### src/rtl/sk6812_pkg.sv
// Shared definitions for the SK6812 chain driver: FSM states, default timings,
// and nanosecond-to-cycle rounding.
package sk6812_pkg;

    typedef enum logic [1:0] {
        IDLE,
        LOAD,
        SEND,
        LATCH
    } state_e;

    localparam int DEF_CLK_MHZ  = 12;
    localparam int DEF_T0H_NS   = 300;
    localparam int DEF_T1H_NS   = 600;
    localparam int DEF_BIT_NS   = 1250;
    localparam int DEF_RESET_US = 80;

    // Round to the nearest whole clock cycle.
    function automatic int ns_to_cyc(input int ns, input int clk_mhz);
        return (ns * clk_mhz + 500) / 1000;
    endfunction

endpackage

### src/rtl/sk6812_bit_encoder.sv
// One SK6812 bit slot: high for the bit's high time, low for the rest of the
// BIT_CYC period, with a bit_end strobe on the last cycle of the slot.
module sk6812_bit_encoder #(
    parameter int T0H_CYC = 4,
    parameter int T1H_CYC = 7,
    parameter int BIT_CYC = 15
) (
    input  logic clk,
    input  logic iResetn,
    input  logic i_go,
    input  logic i_bit,
    output logic o_ledstr,
    output logic o_bit_end
);

    localparam int CW = $clog2(BIT_CYC + 1);

    logic [CW-1:0] r_cnt;
    logic [CW-1:0] r_hi;
    logic          r_run;
    logic          r_out;

    assign o_bit_end = r_run && (r_cnt == CW'(BIT_CYC));
    assign o_ledstr  = r_out;

    // r_cnt holds how many cycles of the current slot have already been driven.
    always_ff @(posedge clk) begin
        if (!iResetn) begin
            r_cnt <= '0;
            r_hi  <= '0;
            r_run <= 1'b0;
            r_out <= 1'b0;
        end else if (i_go) begin
            r_cnt <= CW'(1);
            r_hi  <= i_bit ? CW'(T1H_CYC) : CW'(T0H_CYC);
            r_run <= 1'b1;
            r_out <= 1'b1;
        end else if (o_bit_end) begin
            r_run <= 1'b0;
            r_out <= 1'b0;
        end else if (r_run) begin
            r_cnt <= r_cnt + CW'(1);
            r_out <= (r_cnt < r_hi);
        end
    end

endmodule

### src/rtl/sk6812_chain_driver.sv
// Streams a buffered chain of SK6812 pixels (GRB or GRBW, MSB first) with a
// latch gap after every frame; optional free-running repeat.
module sk6812_chain_driver
    import sk6812_pkg::*;
#(
    parameter  int NUM_LEDS = 8,
    parameter  int RGBW     = 0,
    parameter  int CLK_MHZ  = DEF_CLK_MHZ,
    parameter  int T0H_NS   = DEF_T0H_NS,
    parameter  int T1H_NS   = DEF_T1H_NS,
    parameter  int BIT_NS   = DEF_BIT_NS,
    parameter  int RESET_US = DEF_RESET_US,
    localparam int BITS     = 24 + 8 * RGBW,
    localparam int AW       = (NUM_LEDS > 1) ? $clog2(NUM_LEDS) : 1
) (
    input  logic            clk,
    input  logic            iResetn,
    input  logic            wr_en,
    input  logic [AW-1:0]   wr_addr,
    input  logic [BITS-1:0] wr_data,
    input  logic            start,
    input  logic            continuous,
    output logic            busy,
    output logic            done,
    output logic            ledstr
);

    localparam int T0H_CYC = ns_to_cyc(T0H_NS, CLK_MHZ);
    localparam int T1H_CYC = ns_to_cyc(T1H_NS, CLK_MHZ);
    localparam int BIT_CYC = ns_to_cyc(BIT_NS, CLK_MHZ);
    localparam int RST_CYC = RESET_US * CLK_MHZ;
    localparam int BW      = $clog2(BITS);
    localparam int LW      = $clog2(RST_CYC + 1);

    if (T1H_CYC >= BIT_CYC || T0H_CYC == 0) begin : g_bad_timing
        $error("sk6812_chain_driver: illegal bit timing");
    end
    if (NUM_LEDS < 1 || NUM_LEDS > 256) begin : g_bad_count
        $error("sk6812_chain_driver: NUM_LEDS out of range");
    end

    // Sized to a power of two so any pixel index is in range; unused entries stay 0.
    logic [BITS-1:0] r_buf [2**AW];
    logic [BITS-1:0] r_shift;
    logic [AW-1:0]   r_pix;
    logic [BW-1:0]   r_bit;
    logic [LW-1:0]   r_lat;
    logic            r_busy;
    logic            r_done;
    state_e          r_state;

    state_e          w_next;
    logic            w_go;
    logic            w_bit;
    logic            w_done;
    logic            w_bit_end;
    logic [AW-1:0]   w_pix_nxt;

    assign w_pix_nxt = r_pix + AW'(1);
    assign busy      = r_busy;
    assign done      = r_done;

    always_ff @(posedge clk) begin
        if (!iResetn) begin
            for (int i = 0; i < 2**AW; i++) r_buf[i] <= '0;
        end else if (wr_en && (int'(wr_addr) < NUM_LEDS)) begin
            r_buf[wr_addr] <= wr_data;
        end
    end

    always_ff @(posedge clk) begin
        if (!iResetn) r_state <= IDLE;
        else          r_state <= w_next;
    end

    always_comb begin
        w_next = r_state;
        w_go   = 1'b0;
        w_bit  = 1'b0;
        w_done = 1'b0;
        case (r_state)
            IDLE:  if (start || continuous) w_next = LOAD;
            LOAD: begin
                w_go   = 1'b1;
                w_bit  = r_buf[0][BITS-1];
                w_next = SEND;
            end
            SEND: if (w_bit_end) begin
                // Next slot starts on the same edge the current one ends.
                if (r_bit != BW'(BITS - 1)) begin
                    w_go  = 1'b1;
                    w_bit = r_shift[BITS-2];
                end else if (r_pix != AW'(NUM_LEDS - 1)) begin
                    w_go  = 1'b1;
                    w_bit = r_buf[w_pix_nxt][BITS-1];
                end else begin
                    w_next = LATCH;
                end
            end
            LATCH: if (r_lat == LW'(RST_CYC - 1)) begin
                w_done = 1'b1;
                w_next = continuous ? LOAD : IDLE;
            end
            default: w_next = IDLE;
        endcase
    end

    always_ff @(posedge clk) begin
        if (!iResetn) begin
            r_busy  <= 1'b0;
            r_done  <= 1'b0;
            r_shift <= '0;
            r_pix   <= '0;
            r_bit   <= '0;
            r_lat   <= '0;
        end else begin
            r_busy <= (w_next != IDLE);
            r_done <= w_done;
            case (r_state)
                LOAD: begin
                    r_shift <= r_buf[0];
                    r_pix   <= '0;
                    r_bit   <= '0;
                    r_lat   <= '0;
                end
                SEND: if (w_bit_end) begin
                    if (r_bit != BW'(BITS - 1)) begin
                        r_shift <= r_shift << 1;
                        r_bit   <= r_bit + BW'(1);
                    end else begin
                        r_shift <= r_buf[w_pix_nxt];
                        r_pix   <= w_pix_nxt;
                        r_bit   <= '0;
                    end
                end
                LATCH:   r_lat <= r_lat + LW'(1);
                default: ;
            endcase
        end
    end

    sk6812_bit_encoder #(
        .T0H_CYC (T0H_CYC),
        .T1H_CYC (T1H_CYC),
        .BIT_CYC (BIT_CYC)
    ) u_enc (
        .clk       (clk),
        .iResetn   (iResetn),
        .i_go      (w_go),
        .i_bit     (w_bit),
        .o_ledstr  (ledstr),
        .o_bit_end (w_bit_end)
    );

endmodule

### config.mk
export PLATFORM = sky130hd
export DESIGN_NAME = sk6812_chain_driver
export DESIGN_NICKNAME = d
export VERILOG_FILES = /design/src/rtl/sk6812_pkg.sv /design/src/rtl/sk6812_bit_encoder.sv /design/src/rtl/sk6812_chain_driver.sv
export SDC_FILE = /design/constraint.sdc
export NUM_CORES = 1
export LEC_CHECK = 0
export CAP_MARGIN = 25
export CORE_MARGIN = 10
export CORE_UTILIZATION = 57
export DETAILED_ROUTE_END_ITERATION = 16
export DONT_BUFFER_PORTS = 1
export MAX_ROUTING_LAYER = met4
export PLACE_DENSITY = 0.85
export REMOVE_ABC_BUFFERS = 1
export SLEW_MARGIN = 20
export SYNTH_ARGS = -nofsm -noshare
export SYNTH_HDL_FRONTEND = slang
export SYNTH_SLANG_ARGS = --single-unit
export TNS_END_PERCENT = 1
### constraint.sdc
create_clock -name clk -period 3.06 [get_ports clk]
set_input_delay 0.459 -clock clk [delete_from_list [all_inputs] [get_ports clk]]
set_output_delay 0.459 -clock clk [all_outputs]
set_load 0.01 [all_outputs]
Word-level counts from Yosys, hierarchy flattened:

Memory sizes are Yosys's and may differ from the RTL's.
Cells that the tools add are included.
Widths: inputs -> output; s select.

* register bits: 55
* RAM bits: 192
* output and inout bits: 3
* memories: 1

Memory list
* r_buf: words 8, bits a word 24, read ports 2, clocked after Yosys merged registers in 0, wr ports 8, RTL line sk6812_chain_driver.sv:43 `logic [BITS-1:0] r_buf [2**AW];`

* $add $sub $neg: 4
* $lt $le $gt $ge: 1
* equality and inequality tests: 10
* multiplexer cells: 42
* bitwise operators: 2
* reduce and logical (&&, ||, !) cells: 16

Operators by type and width (number)
* $mux 23: 2
* $pmux 23 s2: 1
* $mux 24: 1
* $reduce_or 24->1: 1
* $mux 1: 21
* $pmux 10 s2: 1
* $mux 2: 6
* $add 10x1->10 const B: 1
* $eq 10x10->1 const B: 1
* $mux 5: 2
* $pmux 5 s2: 1
* $reduce_bool 2->1: 5
* $mux 3: 3
* $pmux 2 s4: 1
* $reduce_and 2->1: 4
* $pmux 3 s2: 1
* $add 5x1->5 const B: 1
* $ne 5x5->1 const B: 1
* $add 4x1->4 const B: 1
* $eq 2x2->1 const B: 2
* $eq 4x4->1 const B: 1
* $lt 4x4->1: 1
* $ne 2x1->1 const B: 2
* $pmux 1 s2: 2
* other kinds (11): 12

Longest topological paths before layout:

Gate-level depths: netlist of the first run.

* word-level depth: 7
* depth in mapped cells: 9
* gate-level depth less buffers: 6

Modules after synthesis:

A second synthesis of the first run with hierarchy kept.

* cells, all modules: 899
* area total of the unflattened synthesis: 11434.7 um^2

By module, submodules not included
* sk6812_chain_driver: times used 1, cells an instance 857, area each 11035.6 um^2, sequential area each 6666.4 um^2
* sk6812_bit_encoder: times used 1, cells an instance 42, area each 399.1 um^2, sequential area each 160.2 um^2

Worst setup path after synthesis of the first run:

OpenSTA, ideal clock, no wires.

* kind: input to register
* start: in wr_addr[0]
* end: mem r_buf[2][0] (netlist bit), enable pin
* setup time: 438 ps
* arrival time: 2476 ps
* required time: 2622 ps
* slack: 145 ps
* stages on the path: 2
* cells stage by stage: nand3b_1 -> o21ai_0

RTL lines
* from (decl): RTL line sk6812_chain_driver.sv:19 `input logic [AW-1:0] wr_addr,`
* to (decl): RTL line sk6812_chain_driver.sv:43

Worst setup path after layout of the first run:

* start: reg r_state[0]
* end: reg r_shift[8]

* longest elaborated chain between the ends: 3
* elaborated cells on any way between the ends: 6
* classes of those cells: eq/ne (3); mux (1); reduce/logical (2)

RTL lines
* from (decl): RTL line sk6812_chain_driver.sv:50 `state_e r_state;`
* from (signal assigned): RTL line sk6812_chain_driver.sv:73 `else r_state <= w_next;`
* $eq 2x2->1 / $eq 2x1->1 (equally long branches): RTL line sk6812_chain_driver.sv:119 `case (r_state)`
* $ne 2x1->1 (no line) / $reduce_bool 2->1 (equally long branches)
* $reduce_and 2->1 (no line)
* to (signal assigned): RTL line sk6812_chain_driver.sv:121 `r_shift <= r_buf[0];`
* to (signal assigned): RTL line sk6812_chain_driver.sv:128 `r_shift <= r_shift << 1;`
* to (signal assigned): RTL line sk6812_chain_driver.sv:131 `r_shift <= r_buf[w_pix_nxt];`
* to (decl): RTL line sk6812_chain_driver.sv:44 `logic [BITS-1:0] r_shift;`

Parallel ways exist; a longest one is shown, timed or not.
A chain may end at the register's enable or synchronous reset.

==> results of run 1 <==
## cell families after synthesis
logic type | after synthesis
fa+ha+maj | 12
compound gates | 124
mux | 77
flops | 245
xor+xnor | 4
buf+inv | 67
simple gates | 318
## power by group
part | internal [mW] | switching, mW
clock | 1.59 | 1.24
sequential | 3.97 | 0.187
combinational | 0.443 | 0.695
total | 6.00 | 2.12
## stage by stage
step           hold WS (ps)  power [mW]
2_1_floorplan         437.6       4.967
3_3_place_gp          447.9       5.286
3_5_place_dp          456.7       5.334
4_1_cts               57.32       8.150
5_1_grt               69.81       8.455
6_report              85.70       8.125
## worst max-delay path: stages (launching register included)
cell,delay [ps]
dfxtp_1,350
inv_1,130
ha_1,160
buf_4,270
inv_1,260
o21ai_2,640
buf_4,320
a211oi_1,70
a21oi_1,140
## synth_stat cells, types with 2 or more instances
cell type,n
a211oi_1,25
a21oi_1,37
a22o_1,2
a31oi_1,3
and2_1,194
and3_1,26
and4_1,2
buf_2,13
clkbuf_1,40
dfxtp_1,53
edfxtp_1,192
ha_1,12
inv_1,11
mux2_2,26
mux2i_1,3
mux4_2,47
nand2_1,30
nand2b_1,7
nand3_1,9
nand3b_1,3
nand4_1,4
nand4b_1,3
nor2_1,23
nor3_1,6
nor3b_1,2
nor4_1,2
o211ai_1,4
o21a_1,2
o21ai_0,40
or4_1,2
xor2_1,3
## metal layers
layer / routed length [um] / global-route usage [%]
met1: 10220 / 26.20
met2: 11740 / 29.72
met3: 2165 / 3.533
met4: 320 / 3.681
met5: 0 / -
## state kept, by name (all words and copies together), names as in the netlist
name            count
r_pix               3
u_enc.o_ledstr      1
done                1
u_enc.r_run         1
r_bit               5
u_enc.r_hi          2
u_enc.r_cnt         4
r_state             2
r_shift            23
r_buf             192
r_lat              10
busy                1
## area by class of cell
cell class	count	area, um^2
Timing Repair Buffer	28	226.5
Clock inverter	9	71.32
Fill cell	1418	7073
Inverter	11	41.29
Tap cell	265	331.6
Sequential cell	245	6830
Clock buffer	37	695.7
Multi-Input combinational cell	535	4257
## worst max path at each step
| stage | start | end | slack (ps) | cells after the start |
|---|---|---|---|---|
| 2_1_floorplan | r_pix[0]$_SDFFE_PN0P_ | u_enc.r_hi[1]$_SDFFE_PN0P_ | -1470 | 5 |
| 3_3_place_gp | r_pix[0]$_SDFFE_PN0P_ | r_shift[21]$_SDFFE_PN0P_ | 760 | 6 |
| 3_5_place_dp | r_state[0]$_SDFF_PN0_ | r_shift[8]$_SDFFE_PN0P_ | 690 | 8 |
| 4_1_cts | r_state[0]$_SDFF_PN0_ | r_shift[8]$_SDFFE_PN0P_ | 670 | 8 |
| 5_1_grt | r_state[0]$_SDFF_PN0_ | r_shift[8]$_SDFFE_PN0P_ | 440 | 8 |
| 6_report | r_state[0]$_SDFF_PN0_ | r_shift[8]$_SDFFE_PN0P_ | 640 | 8 |
==> metrics.md, run 1 <==
| Metric | Value |
|---|---|
| Final Core Density | `63.78%` |
| Final WL | `24440 um` |
| Antenna violations before repair | `0` |
| WHS Endpoint | `r_shift[19]$_SDFFE_PN0P_` |
| Core Box Area | `19530 um^2` |
| Crit path time final | `2419 ps` |
| Post_cts resized | `0` |
| Run status | `finished, final reports clean` |
| Peak supply drop | `0.5252 mV` |
| H-tree levels | `1` |
| Mux cell area share after synthesis | `12.32%` |
| Residual DRC | `0` |
| Area grow syn2layout | `9.881%` |
| Vias | `6927` |
| Vias in the first global route | `6927` |
| Diodes inserted | `0` |
| Max Fanout on Critical Path | `29` |
| Adder-Cell Fraction of Synth Area | `1.325%` |
| Largest family of logic cells by synthesized area | `simple AND/OR/NAND/NOR gates` |
| Post-synthesis sequential area ratio | `60.23%` |
| TNS Setup | `0 ps` |
| Ratio of final minimum period to clock period | `79.06%` |
| Netlist cell types | `52` |
| Worst EP arrival | `2880 ps` |
| Reg2reg start | `r_state[0]$_SDFF_PN0_` |
| Cell count after synthesis | `847` |
| Flop and latch count out of synthesis | `245` |
| Most common cell after layout, fill and taps aside | `and2_1` |
| Slew Limit Fails | `0` |
| CTS tree | `yes` |
| Longest Clk Path Bufs | `3` |
| Fin. Hold Viols | `0` |
| Synth Area in Compound Gates | `6.745%` |
| Worst Reg-to-Reg Cells | `8` |
| Placed insts | `1084` |
| Vias/cell | `6.130` |
| Async SR Flop Fraction | `0%` |
| Layout net count | `891` |
| Routability cong. | `0.8096` |
| XOR/XNOR Fraction of Synth Area | `0.3091%` |
| Router iterations before antenna repair | `5` |
| R2r endpoint | `r_shift[8]$_SDFFE_PN0P_` |
| Die area | `25920 um^2` |
| Final setup violating endpoints | `0` |
| Clk_lat worst skew | `550 ps` |
| DP Wirelength | `16210 um` |
| CTS clk-pin slew, worst paths | `60 ps` |
| Post-Syn Area per Cell | `13.38 um^2` |
| Wirelength per Cell | `21.63 um` |
| Die W | `161.0 um` |
| Routed Antenna Nets | `0` |
| First-pass GRT wire length | `39220 um` |
| Cell Area, Synth | `11330 um^2` |
| Largest area contributor in the netlist | `edfxtp_1` |
| Largest cells by area after synthesis | `edfxtp_1 51%, and2_1 11%, dfxtp_1 9.4%, mux4_2 9.3%, mux2_2 2.6%` |
| Global route overflow | `0` |
| Hold buffers post-CTS | `0` |
| Layout cell share with drive strength beyond 1 | `17.57%` |
| Post-route cell area | `12450 um^2` |
| PortBufs | `0` |
| Post-Layout Cell Count | `1130` |
| Worst reg2reg setup slack | `640 ps` |
| RSZ-0062 raised after global routing | `no` |
| Crit path required time | `3520 ps` |
| Yosys warns | `0` |
| PD cells | `652.4 nW/um^2` |
| Pre-CTS setup slack | `686.2 ps` |
| Largest net degree at the start of global routing | `42` |
| Crit end category | `register` |
| Hold Crit Start | `iResetn` |
| Kind of critical path | `reg -> reg` |
| Post-synth top flop | `edfxtp_1` |
| Root Buffer | `clkbuf_16` |
| LEAKAGE | `4.293 nW` |
| Hold Crit Class | `in -> reg` |
| Tightest Pin Transition | `876.3 ps` |
| CTS sink cnt | `245` |
| Max-Slew Margin vs Limit | `41.52%` |
| Postcts setup bufs | `0` |
| Max_cap viols | `0` |
| Commonest non-fill, non-tap cells in the layout | `194 x and2_1, 192 x edfxtp_1, 52 x dfxtp_1, 47 x mux4_2, 37 x a21oi_1` |
| IO Pins | `35` |
| Setup Skew | `27.25 ps` |
| Die height | `161.0 um` |
| Number of synthesized flops with an enable pin | `192` |
| DP Area | `11690 um^2` |
| Initial DRC count | `772` |
| Share of Yosys cell area claimed by the top area cell type | `50.87%` |
| Hold Path Cell Cnt | `2` |
| Initial Util | `58.04%` |
| Final setup margin | `640.7 ps` |
| Simple-Gate Fraction of Synth Area | `16.49%` |
| Total CTS buffers | `26` |
| Row count | `51` |
| Fmax achieved | `0.4133 GHz` |
| Overall Global Routing Usage | `19.13%` |
| Startpoint Class | `register` |
(Power assumes the default switching activity.)
==> inputs of run 2 (changes only) <==
--- a/config.mk
+++ b/config.mk
@@ -7,11 +7,11 @@
 export LEC_CHECK = 0
 export CAP_MARGIN = 25
 export CORE_MARGIN = 10
-export CORE_UTILIZATION = 57
+export CORE_UTILIZATION = 58
 export DETAILED_ROUTE_END_ITERATION = 16
 export DONT_BUFFER_PORTS = 1
 export MAX_ROUTING_LAYER = met4
-export PLACE_DENSITY = 0.85
+export PLACE_DENSITY = 0.84
 export REMOVE_ABC_BUFFERS = 1
 export SLEW_MARGIN = 20
 export SYNTH_ARGS = -nofsm -noshare
==> constraint.sdc (replaced) <==
create_clock -name clk -period 2.4 [get_ports clk]
set_input_delay 0.36 -clock clk [delete_from_list [all_inputs] [get_ports clk]]
set_output_delay 0.36 -clock clk [all_outputs]
set_load 0.01 [all_outputs]
==> metrics.md, run 2 (same netlist as run 1, synthesis figures left out) <==
| Metric | Value |
|---|---|
| Run status | `finished, final reports clean (unchanged)` |
| DP Area | `11880 um^2 (was 11690 um^2)` |
| Longest Clk Path Bufs | `3 (unchanged)` |
| Residual DRC | `0 (unchanged)` |
| Placed insts | `1095 (was 1084)` |
| Vias in the first global route | `7320 (was 6927)` |
| CTS clk-pin slew, worst paths | `60 ps (about the same)` |
| Area grow syn2layout | `12.08% (was 9.881%)` |
| Crit path required time | `2810 ps (was 3520 ps)` |
| Most flops, register | `r_buf (unchanged)` |
| Max Fanout on Critical Path | `19 (was 29)` |
| Antenna violations before repair | `0 (unchanged)` |
| Max_cap viols | `0 (unchanged)` |
| Global route overflow | `0 (unchanged)` |
| Layout cell share with drive strength beyond 1 | `19.04% (was 17.57%)` |
| Max reg flops | `192 (unchanged)` |
| Postcts setup bufs | `0 (unchanged)` |
| Startpoint Class | `register (unchanged)` |
| Crit-path cells | `ha_2 -> buf_12 -> mux4_2 -> mux2_2 -> nand2_1 -> a21oi_1 (was inv_1 -> ha_1 -> buf_4 -> inv_1 -> o21ai_2 -> buf_4 -> a211oi_1 -> a21oi_1)` |
| Biggest regs | `r_buf: 192 flops, r_shift: 23 flops, r_lat: 10 flops (unchanged)` |
| Kind of critical path | `reg -> reg (unchanged)` |
| Diodes inserted | `0 (unchanged)` |
| Clk_lat worst skew | `540 ps (was 550 ps)` |
| CTS sink cnt | `245 (unchanged)` |
| PortBufs | `0 (unchanged)` |
| Final setup margin | `320.7 ps (was 640.7 ps)` |
| First-pass GRT wire length | `41340 um (was 39220 um)` |
| Filler cell count in the final layout | `1311 (was 1418)` |
| Vias | `7149 (was 6927)` |
| Fin. Hold Viols | `0 (unchanged)` |
| Final setup violating endpoints | `0 (unchanged)` |
| Final WL | `26380 um (was 24440 um)` |
| Total CTS buffers | `26 (unchanged)` |
| Router iterations before antenna repair | `5 (unchanged)` |
| Post-route cell area | `12700 um^2 (was 12450 um^2)` |
| Die area | `25530 um^2 (was 25920 um^2)` |
| Slew Limit Fails | `0 (unchanged)` |
| Largest net degree at the start of global routing | `52 (was 42)` |
| Fmax achieved | `0.4809 GHz (was 0.4133 GHz)` |
| CTS tree | `yes (unchanged)` |
| Die W | `159.8 um (was 161.0 um)` |
| Overall Global Routing Usage | `20.97% (was 19.13%)` |
| Pre-CTS setup slack | `369.3 ps (was 686.2 ps)` |
| IO Pins | `35 (unchanged)` |
| DP Wirelength | `15820 um (was 16210 um)` |
| Final Core Density | `65.70% (was 63.78%)` |
| Pwr Total | `10.80 mW (was 8.125 mW)` |
| Crit-path slowest cell | `ha_2 (was o21ai_2)` |
| Routed Antenna Nets | `0 (unchanged)` |
| H-tree levels | `1 (unchanged)` |
| Peak supply drop | `0.7125 mV (was 0.5252 mV)` |
| PD cells | `850.1 nW/um^2 (was 652.4 nW/um^2)` |
| Core Box Area | `19330 um^2 (was 19530 um^2)` |
| Post-Layout Cell Count | `1142 (was 1130)` |
| Setup Skew | `20.18 ps (was 27.25 ps)` |
| Die height | `159.8 um (was 161.0 um)` |
| Layout net count | `903 (was 891)` |
| Wirelength per Cell | `23.10 um (was 21.63 um)` |
| Buffer and inverter count on the worst path | `1 (was 4)` |
| Crit path time final | `2079 ps (was 2419 ps)` |
| Most common cell after layout, fill and taps aside | `and2_1 (unchanged)` |
| Vias/cell | `6.260 (was 6.130)` |
| LEAKAGE | `4.410 nW (was 4.293 nW)` |
| Hold buffers post-CTS | `1 (was 0)` |
| Crit end category | `register (unchanged)` |
| Worst EP arrival | `2490 ps (was 2880 ps)` |
| Max-Slew Margin vs Limit | `31.78% (was 41.52%)` |
| Initial DRC count | `678 (was 772)` |
| Root Buffer | `clkbuf_16 (unchanged)` |
| Initial Util | `58.62% (was 58.04%)` |
| RSZ-0062 raised after global routing | `no (unchanged)` |
| Hold Crit Class | `in -> reg (unchanged)` |
| Ratio of final minimum period to clock period | `86.64% (was 79.06%)` |
| Row count | `51 (unchanged)` |
| Commonest non-fill, non-tap cells in the layout | `194 x and2_1, 192 x edfxtp_1, 52 x dfxtp_1, 47 x mux4_2, 37 x a21oi_1 (unchanged)` |
| CP top delay family | `adder cells (was buffers and inverters)` |
| Max stage delay on crit path | `610 ps (was 640 ps)` |
| Tightest Pin Transition | `1020 ps (was 876.3 ps)` |
| Post_cts resized | `0 (unchanged)` |
| Routability cong. | `0.7982 (was 0.8096)` |
-- run 2: layout make-up --
cell class                      count  area, um^2  share of cell area [%]
Timing Repair Buffer               40       427.9                   3.369
Inverter                           11       41.29                  0.3251
Clock inverter                     14       143.9                   1.133
Sequential cell                   245        6830                   53.77
Multi-Input combinational cell    535        4254                   33.49
Tap cell                          265       331.6                   2.610
Clock buffer                       32       673.1                   5.299
-- run 2: worst paths after layout --
| check | start | endpoint | slack [ps] | cells past startpoint |
|---|---|---|---|---|
| setup / recovery | r_pix[0]$_SDFFE_PN0P_ | r_shift[12]$_SDFFE_PN0P_ | 320 | 6 |
| hold / removal | wr_data[20] | r_buf[5][20]$_SDFFCE_PN0P_ | 10 | 1 |
| setup reg to reg | r_pix[0]$_SDFFE_PN0P_ | r_shift[12]$_SDFFE_PN0P_ | 320 | 6 |
| hold reg to reg | r_bit[1]$_SDFFE_PN0P_ | r_bit[1]$_SDFFE_PN0P_ | 480 | 2 |
-- run 2: per-layer routing --
metal  vias up  share of wire (%)  global-route usage (%)
met5         -                  0                       -
met1      3565                 37                   24.39
li1       3170                  -                       -
met3        87                8.1                   3.805
met4         0                4.1                   8.264
met2       327                 51                   35.57
-- run 2: report_power, final --
part	total [mW]	internal [mW]	switching (mW)
Sequential	5.32	5.06	0.260
Combinational	1.64	0.603	1.04
Clock	3.84	2.21	1.63
-- run 2: worst register-to-register path, delay by kind of cell (launching register included) --
| kind | cells | cell delay (ps) |
|---|---|---|
| compound gates | 1 | 80 |
| fa+ha+maj | 1 | 610 |
| buf+inv | 1 | 240 |
| flops | 1 | 360 |
| mux | 2 | 600 |
| simple gates | 1 | 80 |
-- run 2: metrics by stage --
step / setup TNS [ps] / hold WS (ps)
6_report: 0 / 12.51
5_1_grt: 0 / 1.225
4_1_cts: 0 / 2.826
3_5_place_dp: 0 / 460.6
3_3_place_gp: 0 / 451.9
2_1_floorplan: -126530 / 437.6
